## src/rtl/rtc_stopwatch_ctrl.sv

```systemverilog
// ---------------------------------------------------------------------------
// rtc_stopwatch_ctrl
//   Run/stop/lap/reset sequencer for the stopwatch BCD counter chain.
//   Two raw push-buttons are synchronised (2 flops), debounced and turned
//   into single-cycle press pulses. A 4-state Moore FSM then drives the
//   counter init/enable controls and the display latch.
//
//   Optional feature macro: RTC_LAP_EN. When defined, the LAP state is
//   reachable from RUN via the lap/reset button. When undefined, lap/reset
//   only returns STOP to IDLE, and o_state never reads 2'b10.
//
// Parameters
//   DEBOUNCE_CNT  consecutive samples of a new synced level needed (>= 1)
//
// Ports
//   i_sclk        system clock, rising edge
//   i_reset_n     synchronous active-low reset
//   i_startstop   raw start/stop button (async, active-high)
//   i_lapreset    raw lap/reset button (async, active-high)
//   i_count_max   counter at terminal value, synchronous to i_sclk
//   o_countinit   1 = clear counter
//   o_countenb    1 = counter advances
//   o_latchcount  1 = display follows counter, 0 = frozen
//   o_state       00 IDLE, 01 RUN, 10 LAP, 11 STOP
//   o_overflow    sticky terminal-count flag, cleared on entering IDLE
// ---------------------------------------------------------------------------
module rtc_stopwatch_ctrl #(
  parameter int unsigned DEBOUNCE_CNT = 4
) (
  input  logic       i_sclk,
  input  logic       i_reset_n,
  input  logic       i_startstop,
  input  logic       i_lapreset,
  input  logic       i_count_max,
  output logic       o_countinit,
  output logic       o_countenb,
  output logic       o_latchcount,
  output logic [1:0] o_state,
  output logic       o_overflow
);

  // Counter only needs to hold 0..DEBOUNCE_CNT-1; the flip happens on the
  // sample that would take it to DEBOUNCE_CNT.
  localparam int unsigned CntW = (DEBOUNCE_CNT < 2) ? 1 : $clog2(DEBOUNCE_CNT);
  localparam logic [CntW-1:0] CntLast = CntW'(DEBOUNCE_CNT - 1);

  typedef enum logic [1:0] {
    StIdle = 2'b00,
    StRun  = 2'b01,
    StLap  = 2'b10,
    StStop = 2'b11
  } state_e;

  // Bit 0 = start/stop, bit 1 = lap/reset.
  logic [1:0]      btn_raw;
  logic [1:0]      sync1_q;
  logic [1:0]      sync2_q;
  logic [1:0]      deb_q;
  logic [1:0]      deb_prev_q;
  logic [1:0]      pulse_q;
  logic [CntW-1:0] cnt_q [2];

  logic   ss_pulse;
  logic   lr_pulse;
  state_e state_q, state_d;
  logic   ovf_q, ovf_d;
  logic   countinit_q, countenb_q, latchcount_q;

  assign btn_raw  = {i_lapreset, i_startstop};
  assign ss_pulse = pulse_q[0];
  assign lr_pulse = pulse_q[1];

  // ---------------------------------------------------------------------
  // Synchroniser, debounce and press-pulse generation
  // ---------------------------------------------------------------------
  always_ff @(posedge i_sclk) begin
    if (!i_reset_n) begin
      sync1_q    <= '0;
      sync2_q    <= '0;
      deb_q      <= '0;
      deb_prev_q <= '0;
      pulse_q    <= '0;
      for (int i = 0; i < 2; i++) begin
        cnt_q[i] <= '0;
      end
    end else begin
      sync1_q    <= btn_raw;
      sync2_q    <= sync1_q;
      deb_prev_q <= deb_q;
      // Registered rising-edge detect keeps the FSM free of comb input paths.
      pulse_q    <= deb_q & ~deb_prev_q;
      for (int i = 0; i < 2; i++) begin
        if (sync2_q[i] != deb_q[i]) begin
          if (cnt_q[i] == CntLast) begin
            deb_q[i] <= sync2_q[i];
            cnt_q[i] <= '0;
          end else begin
            cnt_q[i] <= cnt_q[i] + CntW'(1);
          end
        end else begin
          cnt_q[i] <= '0;
        end
      end
    end
  end

  // ---------------------------------------------------------------------
  // FSM next state
  // ---------------------------------------------------------------------
  always_comb begin
    state_d = state_q;
    ovf_d   = ovf_q;
    case (state_q)
      StIdle: begin
        if (ss_pulse) state_d = StRun;
      end
      StRun: begin
        // Terminal count outranks both buttons.
        if (i_count_max) begin
          state_d = StStop;
          ovf_d   = 1'b1;
        end else if (ss_pulse) begin
          state_d = StStop;
        end
`ifdef RTC_LAP_EN
        else if (lr_pulse) begin
          state_d = StLap;
        end
`endif
      end
      StLap: begin
`ifdef RTC_LAP_EN
        if (i_count_max) begin
          state_d = StStop;
          ovf_d   = 1'b1;
        end else if (ss_pulse) begin
          state_d = StStop;
        end else if (lr_pulse) begin
          state_d = StRun;
        end
`else
        // Unreachable without lap support; recover to a safe state.
        state_d = StIdle;
`endif
      end
      StStop: begin
        // A start/stop press always consumes a coincident lap/reset press,
        // even when an overflow blocks the resume.
        if (ss_pulse) begin
          if (!ovf_q) state_d = StRun;
        end else if (lr_pulse) begin
          state_d = StIdle;
        end
      end
      default: state_d = StIdle;
    endcase
    if (state_d == StIdle) ovf_d = 1'b0;
  end

  // {countinit, countenb, latchcount} for a given state.
  function automatic logic [2:0] decode_outputs(input state_e st);
    case (st)
      StIdle:  decode_outputs = 3'b101;
      StRun:   decode_outputs = 3'b011;
      StLap:   decode_outputs = 3'b010;
      StStop:  decode_outputs = 3'b001;
      default: decode_outputs = 3'b101;
    endcase
  endfunction

  // State and outputs registered together so outputs are glitch-free.
  always_ff @(posedge i_sclk) begin
    if (!i_reset_n) begin
      state_q      <= StIdle;
      ovf_q        <= 1'b0;
      countinit_q  <= 1'b1;
      countenb_q   <= 1'b0;
      latchcount_q <= 1'b1;
    end else begin
      state_q <= state_d;
      ovf_q   <= ovf_d;
      {countinit_q, countenb_q, latchcount_q} <= decode_outputs(state_d);
    end
  end

  assign o_countinit  = countinit_q;
  assign o_countenb   = countenb_q;
  assign o_latchcount = latchcount_q;
  assign o_state      = state_q;
  assign o_overflow   = ovf_q;

endmodule

```

## config.mk

```make
export PLATFORM = sky130hd
export DESIGN_NAME = rtc_stopwatch_ctrl
export DESIGN_NICKNAME = d
export VERILOG_FILES = /design/src/rtl/rtc_stopwatch_ctrl.sv
export SDC_FILE = /design/constraint.sdc
export NUM_CORES = 1
export LEC_CHECK = 0
export BUFFER_PORTS_ARGS = -buffer_cell sky130_fd_sc_hd__buf_2
export CORE_UTILIZATION = 23
export CTS_CLUSTER_DIAMETER = 150
export DETAILED_ROUTE_END_ITERATION = 10
export SYNTH_ARGS = -nofsm -noshare
export SYNTH_HDL_FRONTEND = slang
export SYNTH_SLANG_ARGS = --single-unit
```

## constraint.sdc

```tcl
create_clock -name i_sclk -period 2.2 [get_ports i_sclk]
set_input_delay 0.55 -clock i_sclk [delete_from_list [all_inputs] [get_ports i_sclk]]
set_output_delay 0.55 -clock i_sclk [all_outputs]
set_load 0.02 [all_outputs]
```

======== Yosys cells after proc, flatten, opt, wreduce, memory -nomap -nowiden ========
Memory sizes are Yosys's and may differ from the RTL's.
Index checks and enable logic that the tools add are counted.
word-level totals
  logic and storage cells ................. 76
  memories kept ........................... 1
  bits of input ports ..................... 5
  flip-flop bits (word level) ............. 16
  bits in writable memories ............... 4
cells by class
  bitwise gates (word level) .............. 9
  add/sub/neg operators ................... 2
  eq/ne operators ......................... 10
  muxes and demuxes ....................... 37
  reductions and logical operators ........ 6
memories
  name   words  bits a word  read ports  clocked after Yosys merged registers in  write ports  line  source
  cnt_q  2      2            2           0                                        2            61    logic [CntW-1:0] cnt_q [2];
operator list
  cell                                                                   number
  2-bit two-way mux                                                      12
  1-bit two-way mux                                                      23
  2-bit equality test, second input constant                             6
  3-bit one-hot mux with 4 select lines                                  1
  2-bit one-hot mux with 4 select lines                                  1
  1-bit bitwise OR                                                       6
  2-bit AND reduction                                                    3
  2-bit by 1-bit adder with 2-bit output, second input constant          2
  2-bit by 1-bit equality test with 1-bit output, second input constant  2
  2-bit zero test                                                        2
  2-bit AND                                                              1
  1-bit != test                                                          2
  2-bit inverter                                                         1
  2-bit OR reduction                                                     1
  1-bit inverter                                                         1

======== Longest topological paths before layout ========
  depth after elaboration ................. 8
  depth in mapped cells ................... 6

======== Worst setup path before layout ========
No wires, ideal clock.
  path kind ............................... input-to-reg
  from .................................... in i_count_max
  to ...................................... reg countenb_q, in the netlist o_countenb
  path buffers ............................ 0
  arrival time ............................ 1.381 ns
  setup slack ............................. 0.704 ns
  setup time .............................. 0.115 ns
  stages on the path ...................... 5
  cells stage by stage .................... or2_1 -> a21oi_2 -> or2_1 -> ha_1 -> and2_1
on the way
  cells in the longest elaborated chain, start to end .. 4
ends and longest elaborated chain
  element                                      line  source
  start: declaration                           34    input logic i_count_max,
  2-bit two-way mux (*)                        119   if (i_count_max) begin
  2-bit one-hot mux with 4 select lines (*)    113   case (state_q)
  2-bit equality test (tied with other cells)  162   case (st)
  3-bit one-hot mux with 4 select lines (*)    162
  end signal: assignment                       182   {countinit_q, countenb_q, latchcount_q} <= decode_outputs(state_d);
  end: declaration                             67    logic countinit_q, countenb_q, latchcount_q;
Every way passes the cells marked *; elsewhere a longest branch is shown, timed or not.
A chain may end at the register's enable or synchronous reset.

======== Worst setup path in the final report ========
  from .................................... reg state_q[1], in the netlist o_state[1]
  to ...................................... out o_state[1]
RTL lines
  element                   line  source
  start: declaration        65    state_e state_q, state_d;
  start signal: assignment  174   state_q <= StIdle;
  start signal: assignment  180   state_q <= state_d;
  end: declaration          38    output logic [1:0] o_state,
No word-level cell between the ends.

==> impl_results.md <==
* Top area cells in the synthesized netlist: dfxtp_1 44%, edfxtp_1 16%, ha_1 6.8%, and2_1 6.0%, nor2b_1 4.3%
* H-tree depth at 1
* Antenna violations before repair at 0
* Worst setup path endpoint: o_state[1]
* Clk_lat worst skew at 0.29 ns
* Final min period at 1.44 ns
* Pleak at 0.338 nW
* Net Switching at 0.118 mW
* Core footprint at 0.00303 mm^2
* P&R area growth vs syn at 20.2%
* Hold WC Path Type: register to register
* Crit Path Max Fanout at 6
* Row cnt at 20
* Reg area at 440 um^2
* Largest family of logic cells by synthesized area: simple AND/OR/NAND/NOR gates
* Pwr/cell area at 698 mW/mm^2
* Largest net degree at the start of global routing at 18
* Xor/xnor share of the synthesized area at 0.0239
* PortBufs at 10
* Final setup margin at 0.760 ns
* Clock power frac at 0.331
* Worst-path clk slew at 0.11 ns
* Status: finished clean
* Post-synth top area cell: dfxtp_1
* Layout Cells excl Fill at 121
* DIE AREA at 0.00341 mm^2
* Adder-cell share of the synthesized area at 0.0684
* Slew Viols, Final at 0
* Hpwl dp at 725 um
* Post-DR vias/cell at 3.66
* CTS buffer count at 3
* GRT busiest layer: met2
* Worst R2R End: o_countenb
* Register bit total from synthesis at 20
* CTS Sinks at 20
* Cell Chain, Critical Path: buf_2
* Compound-cell area share of the yosys netlist at 0.0462
* CTS tree: built
* Gr usage total at 0.0651
* Crit Path Class: register to output pin
* Hold WS at 0.395 ns
* # placed instances at 117
* Max stage delay on crit path at 0.41 ns
* CTS Root Cell: clkbuf_4
* Total vias in the final route at 443
* Period utilisation layout at 0.655
* Share of cells above drive strength 1 at 0.195
* Die H at 58.4 um
* Crit start category: register
* WL final at 973 um
* First-pass GRT wire length at 1640 um
* Crit path depth at 1
* Drt first pass iters at 3
* Critical path endpoint category: output pin
* Diodes inserted at 0
* Vias in the first global route at 405
* Maxcap violations at 0
* Detail Route Antenna Nets at 0
* Synth top area share at 0.438
* Clock Skew at 0.00650 ns
* Worst path buffer plus inverter count at 1
* Yosys warning total at 0
* Filler Cell Count at 314
* Wire per inst at 8.04 um
* Simple-Gate Fraction of Synth Area at 0.215
* Seq pwr share at 0.628
* Final #Nets at 87
* Hold buffers post-CTS at 0
* Sw frac at 0.193
* Congestion Overflow GR at 0
* Clk buf depth at 2
* Worst Setup SP: o_state[1]
* Sequential element share of the synthesized area at 0.602
* Critical R2R Launch: o_state[1]
* Worst R2R Setup Slack at 0.84 ns
* RSZ-0062 raised after global routing: false
* Leading cell type in the layout, fill and taps excluded: dfxtp_1
* Routability Congestion at 0.685
* Post-Synthesis Cell Area at 732 um^2
* Multiplexer share of the synthesized area at 0.0274
* I/O pin cnt at 11
* Slowest-stage cell, CP: dfxtp_1
* Reg2Reg Depth at 5
* Netlist cell types at 22
* DRT iter0 DRCs at 7
* Final Hold Viols at 0
* Met3 Usage GRT at 0.0330
* # DRC at 0
* Most frequent cells in the layout: 16 x dfxtp_1, 10 x buf_2, 7 x and2_1, 5 x nor2b_1
* Peak supply drop at 0.000534 V
* Starting Density at 0.242
* Final Setup Violations at 0
* Average size of a mapped cell at 12.0 um^2
* WP data required at 1.65 ns
* Hold Path Stages at 1
* Comb power frac at 0.041
* Multi-input logic area at 294 um^2
* Family with the most delay on the worst path: flip-flops
* Resize count post-CTS at 0
* Synthesized instance count at 61
* Die width at 58.4 um
* Postcts setup bufs at 0
* Internal power of the cells at 0.495 mW
* Met1 Usage GRT at 0.0753
* F_max at 0.694 GHz
* Critical Path AT at 0.89 ns
* Pre-CTS setup slack at 0.560 ns
* Met2 usage at 0.100
* Setup TNS at 0 ns
-- cells in the mapped netlist --
master	count
o21ai_0	1
inv_1	1
nor3b_1	1
a21boi_0	1
o22ai_1	1
mux2i_1	2
dfxtp_1	16
or2_1	2
edfxtp_1	4
a21oi_2	1
nand2b_1	1
nor4bb_1	2
nand2_1	3
conb_1	1
ha_1	4
nor4b_1	2
nor2b_1	5
a31oi_1	1
nor2_1	2
buf_2	1
xnor2_1	2
and2_1	7
-- registers in the layout, summed over array words and instances, names as in the netlist, 2 cells and up --
| signal | cells |
|---|---|
| cnt_q | 4 |
| deb_prev_q | 2 |
| deb_q | 2 |
| o_state | 2 |
| pulse_q | 2 |
| sync1_q | 2 |
| sync2_q | 2 |
-- stage by stage --
stage / instance area, um^2 / power, mW / utilization
detailed placement: 843 / 0.419 / 0.279
CTS: 880 / 0.622 / 0.290
finish: 880 / 0.614 / 0.290
global placement: 843 / 0.418 / 0.279
global route: 880 / 0.641 / 0.290
floorplan: 743 / 0.411 / -
-- logic make-up (layout without fill, tap and decap cells) --
| group | count (synthesis) | in the layout |
|---|---|---|
| AOI/OAI and AO/OA | 5 | 5 |
| xor gates and xnor gates | 2 | 2 |
| adders and majority gates | 4 | 4 |
| buffers and inverters | 2 | 15 |
| DFF | 20 | 20 |
| muxes | 2 | 2 |
| other | 1 | 4 |
| and+or+nand+nor | 25 | 25 |
-- layout make-up --
class / instances / area share
Sequential cell: 20 / 0.501
Tap cell: 44 / 0.0626
Timing Repair Buffer: 10 / 0.0569
Multi-Input combinational cell: 42 / 0.334
Clock buffer: 4 / 0.0413
Inverter: 1 / 0.00427
-- layer usage --
| metal | share of wire | vias to the layer above |
|---|---|---|
| li1 | - | 234 |
| met1 | 0.49 | 201 |
| met2 | 0.46 | 6 |
| met3 | 0.034 | 2 |
| met4 | 0.016 | 0 |
| met5 | 0 | - |
-- power by group through the flow --
stage	clock network, mW	registers (mW)	logic (mW)
after CTS	0.211	0.385	0.0256
final	0.203	0.385	0.0252
after global placement	0	0.393	0.0246
after floorplan	0	0.394	0.0170
after detailed placement	0	0.394	0.0254
after global routing	0.226	0.386	0.0292
-- worst min-delay path by stage --
stage / start / to
floorplan: deb_prev_q[0] / pulse_q[0]
detailed placement: deb_prev_q[0] / pulse_q[0]
finish: deb_prev_q[0] / pulse_q[0]
CTS: deb_prev_q[0] / pulse_q[0]
global route: deb_prev_q[0] / pulse_q[0]
global placement: deb_prev_q[1] / pulse_q[1]
No activity file was read; power rests on OpenSTA's default activity.
